`config.mk`:
```
export PLATFORM = sky130hd
export DESIGN_NAME = pipe_scoreboard_flat
export DESIGN_NICKNAME = d
export VERILOG_FILES = /design/src/rtl/pipe_scoreboard_if.sv /design/src/rtl/pipe_scoreboard.sv /design/src/flat_wrapper.sv
export SDC_FILE = /design/constraint.sdc
export NUM_CORES = 1
export LEC_CHECK = 0
export ABC_AREA = 1
export CAP_MARGIN = 20
export CELL_PAD_IN_SITES_DETAIL_PLACEMENT = 2
export CELL_PAD_IN_SITES_GLOBAL_PLACEMENT = 2
export CORE_MARGIN = 4
export CORE_UTILIZATION = 36
export CTS_CLUSTER_DIAMETER = 50
export DETAILED_ROUTE_END_ITERATION = 8
export HOLD_SLACK_MARGIN = 0.1
export PLACE_DENSITY_LB_ADDON = 0.3
export SETUP_SLACK_MARGIN = 0.3
export SKIP_LAST_GASP = 1
export SYNTH_ARGS = -nofsm -noshare
export SYNTH_HDL_FRONTEND = slang
export SYNTH_SLANG_ARGS = --single-unit
```
`constraint.sdc`:
```
create_clock -name clk -period 5.9 [get_ports clk]
set_clock_uncertainty 0.05 [all_clocks]
set_input_delay 1.18 -clock clk [delete_from_list [all_inputs] [get_ports clk]]
set_output_delay 1.18 -clock clk [all_outputs]
set_load 0.1 [all_outputs]
```
`src/rtl/pipe_scoreboard_if.sv`:
```
// Issue request and write-back schedule bundle between the ID stage and the
// register scoreboard; the ID stage is the master, the scoreboard the slave.
interface pipe_scoreboard_if #(
  parameter int AW = 5,
  parameter int LW = 4
);
  logic          issueValid;
  logic [AW-1:0] issueRs;
  logic [AW-1:0] issueRt;
  logic          issueUseRs;
  logic          issueUseRt;
  logic          issueWr;
  logic [AW-1:0] issueRd;
  logic [LW-1:0] issueLat;
  logic          flush;
  logic          stall;
  logic [1:0]    stallCause;
  logic          wbValid;
  logic [AW-1:0] wbRd;
  logic [LW-1:0] pending;

  modport master (
    output issueValid, issueRs, issueRt, issueUseRs, issueUseRt,
           issueWr, issueRd, issueLat, flush,
    input  stall, stallCause, wbValid, wbRd, pending
  );

  modport slave (
    input  issueValid, issueRs, issueRt, issueUseRs, issueUseRt,
           issueWr, issueRd, issueLat, flush,
    output stall, stallCause, wbValid, wbRd, pending
  );
endinterface

```
`src/rtl/pipe_scoreboard.sv`:
```
// Per-register latency scoreboard for the ID stage: raises RAW/WAW/structural
// issue stalls and keeps an ordered one-write-per-cycle write-back schedule.
module pipe_scoreboard #(
  parameter int NREG    = 32,
  parameter int AW      = 5,
  parameter int MAX_LAT = 8,
  parameter int LW      = 4
) (
  input logic              clk,
  input logic              rst,
  pipe_scoreboard_if.slave sb
);

  typedef enum logic [1:0] {
    CauseNone   = 2'd0,
    CauseRaw    = 2'd1,
    CauseWaw    = 2'd2,
    CauseStruct = 2'd3
  } stallCauseT;

  localparam logic [LW-1:0] maxLat = LW'(MAX_LAT);
  localparam logic [LW-1:0] one    = LW'(1);

  logic [LW-1:0] cnt          [NREG];
  logic [LW-1:0] cntNext      [NREG];
  logic          slotValid    [1:MAX_LAT];
  logic          slotValidNext[1:MAX_LAT];
  logic [AW-1:0] slotRd       [1:MAX_LAT];
  logic [AW-1:0] slotRdNext   [1:MAX_LAT];
  logic [LW-1:0] pendingQ;
  logic [LW-1:0] pendingNext;

  logic       tracked;
  logic       rawHit;
  logic       wawHit;
  logic       structHit;
  logic       accept;
  logic       load;
  stallCauseT cause;

  // Hazard detection: a counter of 1 means the value is bypassable this cycle,
  // and a new result may only land in a write-back slot nobody else owns.
  always_comb begin
    tracked   = sb.issueWr && (sb.issueRd != '0);
    rawHit    = (sb.issueUseRs && (sb.issueRs != '0) && (cnt[sb.issueRs] > one)) ||
                (sb.issueUseRt && (sb.issueRt != '0) && (cnt[sb.issueRt] > one));
    wawHit    = tracked && (cnt[sb.issueRd] > sb.issueLat);
    structHit = (sb.issueLat == '0) || (sb.issueLat > maxLat);
    for (int k = 2; k <= MAX_LAT; k++) begin
      if (tracked && slotValid[k] && ((sb.issueLat + one) == LW'(k))) begin
        structHit = 1'b1;
      end
    end
    cause = CauseNone;
    if (sb.issueValid) begin
      if (rawHit) begin
        cause = CauseRaw;
      end else if (wawHit) begin
        cause = CauseWaw;
      end else if (structHit) begin
        cause = CauseStruct;
      end
    end
    accept = sb.issueValid && (cause == CauseNone) && !sb.flush;
    load   = accept && tracked;
  end

  // Next state: everything ages by one cycle, then a tracked issue claims its
  // counter and slot; flush overrides both so a same-cycle issue is dropped.
  always_comb begin
    for (int r = 0; r < NREG; r++) begin
      cntNext[r] = (cnt[r] != '0) ? (cnt[r] - one) : '0;
    end
    if (load) begin
      cntNext[sb.issueRd] = sb.issueLat;
    end
    for (int k = 1; k < MAX_LAT; k++) begin
      slotValidNext[k] = slotValid[k+1];
      slotRdNext[k]    = slotRd[k+1];
    end
    slotValidNext[MAX_LAT] = 1'b0;
    slotRdNext[MAX_LAT]    = '0;
    if (load) begin
      for (int k = 1; k <= MAX_LAT; k++) begin
        if (LW'(k) == sb.issueLat) begin
          slotValidNext[k] = 1'b1;
          slotRdNext[k]    = sb.issueRd;
        end
      end
    end
    if (sb.flush) begin
      for (int r = 0; r < NREG; r++) begin
        cntNext[r] = '0;
      end
      for (int k = 1; k <= MAX_LAT; k++) begin
        slotValidNext[k] = 1'b0;
        slotRdNext[k]    = '0;
      end
    end
    pendingNext = '0;
    for (int k = 1; k <= MAX_LAT; k++) begin
      if (slotValidNext[k]) begin
        pendingNext = pendingNext + one;
      end
    end
  end

  // State registers; reset drops every in-flight entry immediately.
  always_ff @(posedge clk or negedge rst) begin
    if (!rst) begin
      for (int r = 0; r < NREG; r++) begin
        cnt[r] <= '0;
      end
      for (int k = 1; k <= MAX_LAT; k++) begin
        slotValid[k] <= 1'b0;
        slotRd[k]    <= '0;
      end
      pendingQ <= '0;
    end else begin
      for (int r = 0; r < NREG; r++) begin
        cnt[r] <= cntNext[r];
      end
      for (int k = 1; k <= MAX_LAT; k++) begin
        slotValid[k] <= slotValidNext[k];
        slotRd[k]    <= slotRdNext[k];
      end
      pendingQ <= pendingNext;
    end
  end

  assign sb.stall      = (cause != CauseNone);
  assign sb.stallCause = cause;
  assign sb.wbValid    = slotValid[1];
  assign sb.wbRd       = slotRd[1];
  assign sb.pending    = pendingQ;

endmodule
```
`src/flat_wrapper.sv`:
```
// flat-port wrapper written by rule: the top's interface ports become plain ports
module pipe_scoreboard_flat 
#(
  parameter int NREG    = 32,
  parameter int AW      = 5,
  parameter int MAX_LAT = 8,
  parameter int LW      = 4
)
  (clk, rst, sb_issueValid, sb_issueRs, sb_issueRt, sb_issueUseRs, sb_issueUseRt, sb_issueWr, sb_issueRd, sb_issueLat, sb_flush, sb_stall, sb_stallCause, sb_wbValid, sb_wbRd, sb_pending);
  pipe_scoreboard_if #(.AW(AW), .LW(LW)) sb_i ();
  input logic clk;
  input logic rst;
  input wire logic [$bits(sb_i.issueValid)-1:0] sb_issueValid;
  input wire logic [$bits(sb_i.issueRs)-1:0] sb_issueRs;
  input wire logic [$bits(sb_i.issueRt)-1:0] sb_issueRt;
  input wire logic [$bits(sb_i.issueUseRs)-1:0] sb_issueUseRs;
  input wire logic [$bits(sb_i.issueUseRt)-1:0] sb_issueUseRt;
  input wire logic [$bits(sb_i.issueWr)-1:0] sb_issueWr;
  input wire logic [$bits(sb_i.issueRd)-1:0] sb_issueRd;
  input wire logic [$bits(sb_i.issueLat)-1:0] sb_issueLat;
  input wire logic [$bits(sb_i.flush)-1:0] sb_flush;
  output wire logic [$bits(sb_i.stall)-1:0] sb_stall;
  output wire logic [$bits(sb_i.stallCause)-1:0] sb_stallCause;
  output wire logic [$bits(sb_i.wbValid)-1:0] sb_wbValid;
  output wire logic [$bits(sb_i.wbRd)-1:0] sb_wbRd;
  output wire logic [$bits(sb_i.pending)-1:0] sb_pending;
  assign sb_i.issueValid = sb_issueValid;
  assign sb_i.issueRs = sb_issueRs;
  assign sb_i.issueRt = sb_issueRt;
  assign sb_i.issueUseRs = sb_issueUseRs;
  assign sb_i.issueUseRt = sb_issueUseRt;
  assign sb_i.issueWr = sb_issueWr;
  assign sb_i.issueRd = sb_issueRd;
  assign sb_i.issueLat = sb_issueLat;
  assign sb_i.flush = sb_flush;
  assign sb_stall = sb_i.stall;
  assign sb_stallCause = sb_i.stallCause;
  assign sb_wbValid = sb_i.wbValid;
  assign sb_wbRd = sb_i.wbRd;
  assign sb_pending = sb_i.pending;
  pipe_scoreboard #(.NREG(NREG), .AW(AW), .MAX_LAT(MAX_LAT), .LW(LW)) u_core (.clk(clk), .rst(rst), .sb(sb_i));
endmodule
```
# Yosys cells after proc, flatten, opt, wreduce, memory -nomap -nowiden
# Cells that the tools add are included.
word_totals:
  reg_bits: 180
classes:
  n_addsub: 40
  magnitude_cmp: 8
  n_eq_ne: 15
  n_mux: 85
  bitwise_logic: 3
  reduce_logical: 65
op_table:
  columns: ["op", "count"]
  rows:
  - ["$mux 128", 2]
  - ["$mux 4", 46]
  - ["$bwmux 128", 1]
  - ["$reduce_bool 4->1", 32]
  - ["$sub 4x1->4 const B", 32]
  - ["$mux 40", 2]
  - ["$bmux 4 s5", 3]
  - ["$mux 5", 8]
  - ["$add 4x1->4 const B", 7]
  - ["$logic_and 1x1->1", 24]
  - ["$demux 4 s5", 1]
  - ["$ge 6x6->1 const B", 3]
  - ["$not 5->6", 3]
  - ["$eq 3x4->1 const A", 4]
  - ["$eq 4x3->1 const B", 4]
  - ["$mux 1", 16]
  - ["$mux 8", 2]
  - ["$reduce_bool 5->1", 3]
  - ["$eq 2x4->1 const A", 2]
  - ["$eq 4x2->1 const B", 2]
  - ["$gt 4x1->1 const B", 2]
  - ["$mux 2", 4]
  - ["$lt 6x1->1 const B", 1]
  - ["$eq 1x4->1 const A", 1]
  - ["other kinds (10)", 11]

# Logic depth before layout (Yosys ltp)
depth:
  depth_word: 36
  ltp_mapped: 44
  mapped_depth_nobuf: 43

# Least setup slack after synthesis
# Ideal clock, no wire load.
synth_timing:
  path_kind: "input port to flip-flop"
  from: "in sb_issueRd[1]"
  to: "reg u_core.pendingQ[1], in the netlist u_core.sb.pending[1]"
  arrival_time_ps: 6180
  setup_slack_ps: -456
  stages: 40
  path_buffers: 1
  path_cell_list: "clkinv_1 > nor2_1 > inv_1 > clkbuf_1 > o22ai_1 > o21ai_0 > nand4_1 > or2_2 > ha_1 > inv_1 > nor2_1 > o21ai_0 > nand2_1 > nand3_1 > nand3_1 > nand2_1 > nand3b_2 > nand4_1 > [4 not listed] > ha_1 > nand3_2 > nand3_1 > inv_1 > nand2_1 > nand3_1 > ha_1 > or2_1 > nand3_1 > nand3_1 > nand2_1 > ha_1 > or2_1 > nand2_1 > inv_1 > ha_1 > nor2_1 > a21oi_1"
synth_rtl:
  columns: ["item", "line_no", "rtl"]
  rows:
  - ["start: declaration", "flat_wrapper.sv:19", "input wire logic [$bits(sb_i.issueRd)-1:0] sb_issueRd;"]
  - ["end signal: assignment", "pipe_scoreboard.sv:127", "pendingQ <= pendingNext;"]
  - ["end: declaration", "pipe_scoreboard.sv:30", "logic [LW-1:0] pendingQ;"]

# Worst setup path in the final report
layout_timing:
  from: "in sb_issueRd[1]"
  to: "reg u_core.pendingQ[1], in the netlist u_core.sb.pending[1]"
layout_via:
  elab_chain_len: 36
  elab_cells_between_ends: 54
layout_rtl:
  columns: ["item", "line_no", "rtl"]
  rows:
  - ["parallel branches: the longest is 18 deep, another holds $gt 4x4->1", null, null]
  - ["$logic_and 1x1->1 *", "pipe_scoreboard.sv:65", "load = accept && tracked;"]
  - ["$mux 8 *", "pipe_scoreboard.sv:83", "if (load) begin"]
  - ["$mux 8 *", "pipe_scoreboard.sv:91", "if (sb.flush) begin"]
  - ["$mux 1", "pipe_scoreboard.sv:102", "if (slotValidNext[k]) begin"]
  - ["$add 1x1->2", "pipe_scoreboard.sv:103", "pendingNext = pendingNext + one;"]
  - ["$mux 4", "pipe_scoreboard.sv:102", null]
  - ["$add 4x1->4", "pipe_scoreboard.sv:103", null]
  - ["[4 not listed]", null, null]
  - ["$mux 4", "pipe_scoreboard.sv:102", null]
  - ["$add 4x1->4", "pipe_scoreboard.sv:103", null]
  - ["$mux 4", "pipe_scoreboard.sv:102", null]
  - ["$add 4x1->4", "pipe_scoreboard.sv:103", null]
  - ["$mux 4", "pipe_scoreboard.sv:102", null]
  - ["$add 4x1->4", "pipe_scoreboard.sv:103", null]
  - ["$mux 4 *", "pipe_scoreboard.sv:102", null]
  - ["net u_core.pendingNext[1]", "pipe_scoreboard.sv:31", "logic [LW-1:0] pendingNext;"]
# Mark *: on every way through the listed nets, which the timed path passes. The select of a mux whose other input is x is not followed.

==> results by group <==
Synth
  – Post-synth top area share: 0.357
  – Register area share after synthesis: 0.357
  – Synth unique cells: 39
  – Top FF cell, synth: dfrtp_1
  – Syn Nets: 1886
  – Synth area leaders: dfrtp_1 (36%), nand2_1 (8.3%), nor2_1 (8.3%)
  – Mapped cell area: about 13000 um2
  – Synthesis Warnings: 0
  – Post-synth EDFFs: 0
  – Syn avg cell area: slightly above 7 um2
  – Async set-reset flop share out of synthesis: 1.00
  – Synth area leader: dfrtp_1
  – FF+latch count, synth: between 150 and 200
  – Synth top cells by count: nand2_1 (278), nor2_1 (278), inv_1 (218)
  – Synthesized instance count: around 1.8k

Die
  – Initial Utilization: 0.365
  – Die Y: between 150 and 200 um
  – Die W: slightly below 200 um
  – Row cnt: between 60 and 70
  – Core Area: ~35000 um2
  – # IOs: 39
  – Die area: 38100 um2

Pwr
  – Logic pwr share: 0.546
  – Clock power frac: 0.188
  – Switching Fraction: 0.531
  – Int Power: 3.18 mW
  – Maximum VDD drop: between 0.0004 and 0.0005 V
  – Net Sw Power: approximately 3.6 mW
  – Lkg Pwr: a little under 8 nW
  – P per Cell Area: about 400 nW/um2
  – Post-layout power: 6.79 mW
  – Reg power frac: 0.266

Clock tree
  – Worst-path clk slew: around 90 ps
  – Clk sinks: 180
  – Clock latency at the later pin of the worst-skew pair: about 520 ps
  – TritonCTS clock tree: yes
  – CTS Buf Count: 17
  – Root Buffer Master: clkbuf_16
  – CTS max path bufs: 2
  – Htree depth: 4

Place
  – Dpl cells: between 2k and 2.5k
  – DP Wirelength: roughly 42000 um
  – Port buffer count: 38
  – Gpl congestion: a little under 0.9

Global routing
  – GRT Total Usage: 0.385
  – First-pass GRT wire length: around 110000 um
  – Vias in the first global route: 17.2k
  – Largest net degree at the start of global routing: about 100
  – Global route overflow: 0
  – Initial antenna violation count: 2

Worst setup path
  – Cell family with most CP delay: simple AND/OR/NAND/NOR gates
  – Crit. End Element: flop
  – Max incr delay on CP: 330 ps
  – CP Launch Type: input pin
  – CP max stage cell: a21oi_2
  – CP Class: input pin to flop
  – CP Max Fanout: 9
  – Crit path buf inv count: 11
  – Worst R2R Setup Slack: -200 ps
  – Cell mode on critical path: ha_4
  – Arr. time, crit path: roughly 7100 ps
  – Worst path required time: 6250 ps

Timing
  – Final min period: between 6000 and 7000 ps
  – RSZ-0062 raised after global routing: true
  – Setup Viol. Count Final: 11
  – Fmax achieved: approximately 150 MHz
  – Final hold vios: 0
  – Slew margin rel.: 0.314
  – Fin worst setup slack: -833 ps
  – Pins Over Slew Limit: 0
  – Post-route clock period utilization: 1.14
  – Slew @ Worst Pin: 1030 ps

Drt
  – Initial DRC Count: between 1.5k and 2k
  – Routed Antenna Nets: 0
  – Final wirelength: 86900 um
  – Via count: ~16k
  – Via density: approximately 6.7
  – Average wire per standard cell: 35.3 um
  – Residual DRC count: 0
  – DR pass1 iterations: 5

Final layout
  – Fill cell count: around 3.9k
  – Layout cells sized above 1: 0.225
  – Post-route insts no fill: 2465
  – Layout net count: ~2.1k
  – P&R area growth vs syn: 33.8%

Run status
  – Failing checks: setup timing
  – Status: finished, violations left

Flow run
  – Max Cap Viol: 0

Min path
  – Hold Path Class: flop to flop
metrics by stage:
step	hold slack, ps	cell area (um2)	util	setup WS, ps	setup TNS, ps
3_5_place_dp	419	14800	0.427	-1350	-4620
5_1_grt	485	16900	0.488	-824	-3560
4_1_cts	428	16100	0.467	-119	-403
2_1_floorplan	376	12900	-	211	0
6_report	454	16900	0.488	-833	-3540
3_3_place_gp	405	14800	0.427	-934	-2690
cell families after synthesis:
group,synth area share
AOI/OAI and AO/OA,0.201
xor gates and xnor gates,0.00278
DFF,0.357
and+or+nand+nor,0.272
adders and majority gates,0.0734
buffers and inverters,0.0943
worst paths after layout:
kind                                 start                    to  cells past startpoint
setup / recovery             sb_issueRd[1]  u_core.sb.pending[1]                     40
hold / removal             u_core.cnt[124]       u_core.cnt[124]                      1
setup reg to reg            u_core.cnt[61]  u_core.sb.pending[1]                     36
hold reg to reg            u_core.cnt[124]       u_core.cnt[124]                      1
max in group asynchronous              rst      u_core.slotRd[6]                      2
min in group asynchronous              rst        u_core.cnt[25]                      1
what timing repair did:
item,CTS,global route
hold buffers,0,0
gates cloned,8,1
pin swaps,29,55
endpoints found under the setup margin,9,28
buffers inserted,46,16
gates resized for setup,79,137
power groups by stage:
| stage | Combinational (mW) | Sequential, mW | Clock [mW] |
|---|---|---|---|
| 5_1_grt | 3.87 | 1.81 | 1.32 |
| 6_report | 3.71 | 1.81 | 1.28 |
| 4_1_cts | 2.99 | 1.72 | 1.23 |
| 3_5_place_dp | 2.87 | 1.74 | 0 |
| 2_1_floorplan | 1.94 | 1.66 | 0 |
| 3_3_place_gp | 2.60 | 1.71 | 0 |
layout make-up:
class	instances	area, um2	area share
tap	455	569	0.0337
clock buffer	17	425	0.0252
timing repair inverter	1	11.3	0.000667
sequential	180	4500	0.267
inverter	238	960	0.0569
antenna	1	2.50	0.000148
clock inverter	15	161	0.00957
multi-input combinational	1298	7660	0.454
timing repair buffer	260	2580	0.153
per-layer routing:
layer,global-route usage,part of all wire,vias up
li1,-,-,6396
met1,0.451,0.36,8347
met2,0.661,0.47,1200
met3,0.0656,0.082,526
met4,0.231,0.094,4
met5,0,0.00036,-
registers in the layout, indices dropped and copies added (netlist names):
register and count:
u_core.cnt 128, u_core.slotRd 35, u_core.slotValid 7, u_core.sb.wbRd 5, u_core.sb.pending 4, u_core.sb.wbValid 1
placed cells by master (no fill, tap or decap), types with 6 or more instances in the layout:
cell,Yosys,layout
clkdlybuf4s50_1,0,28
o21ai_1,7,24
nor2_1,278,265
a21oi_2,2,6
inv_4,0,6
nand2_1,278,260
inv_2,12,21
inv_8,0,6
nor2_4,2,10
ha_4,0,9
o21ai_0,122,86
a21oi_1,109,103
nand2_2,10,18
ha_1,74,64
nand4_1,16,16
inv_1,218,203
clkbuf_16,0,17
o22ai_1,69,51
nor3_1,49,49
o21ai_2,1,15
nand3_1,110,96
buf_6,0,34
nor2_2,1,6
o211ai_1,10,10
buf_12,0,18
buf_16,0,7
dfrtp_1,180,180
nand3_4,0,6
nand3_2,5,13
or2_2,33,30
a211oi_1,98,97
nand2_4,1,11
o22ai_2,0,13
buf_4,6,164
worst register-to-register path, delay by kind of cell, from the launching register on:
kind | cells | cell delay (ps)
compound gates | 5 | 850
fa+ha+maj | 4 | 870
buf+inv | 8 | 950
flops | 1 | 510
simple gates | 19 | 2740
(Power assumes the default switching activity.)
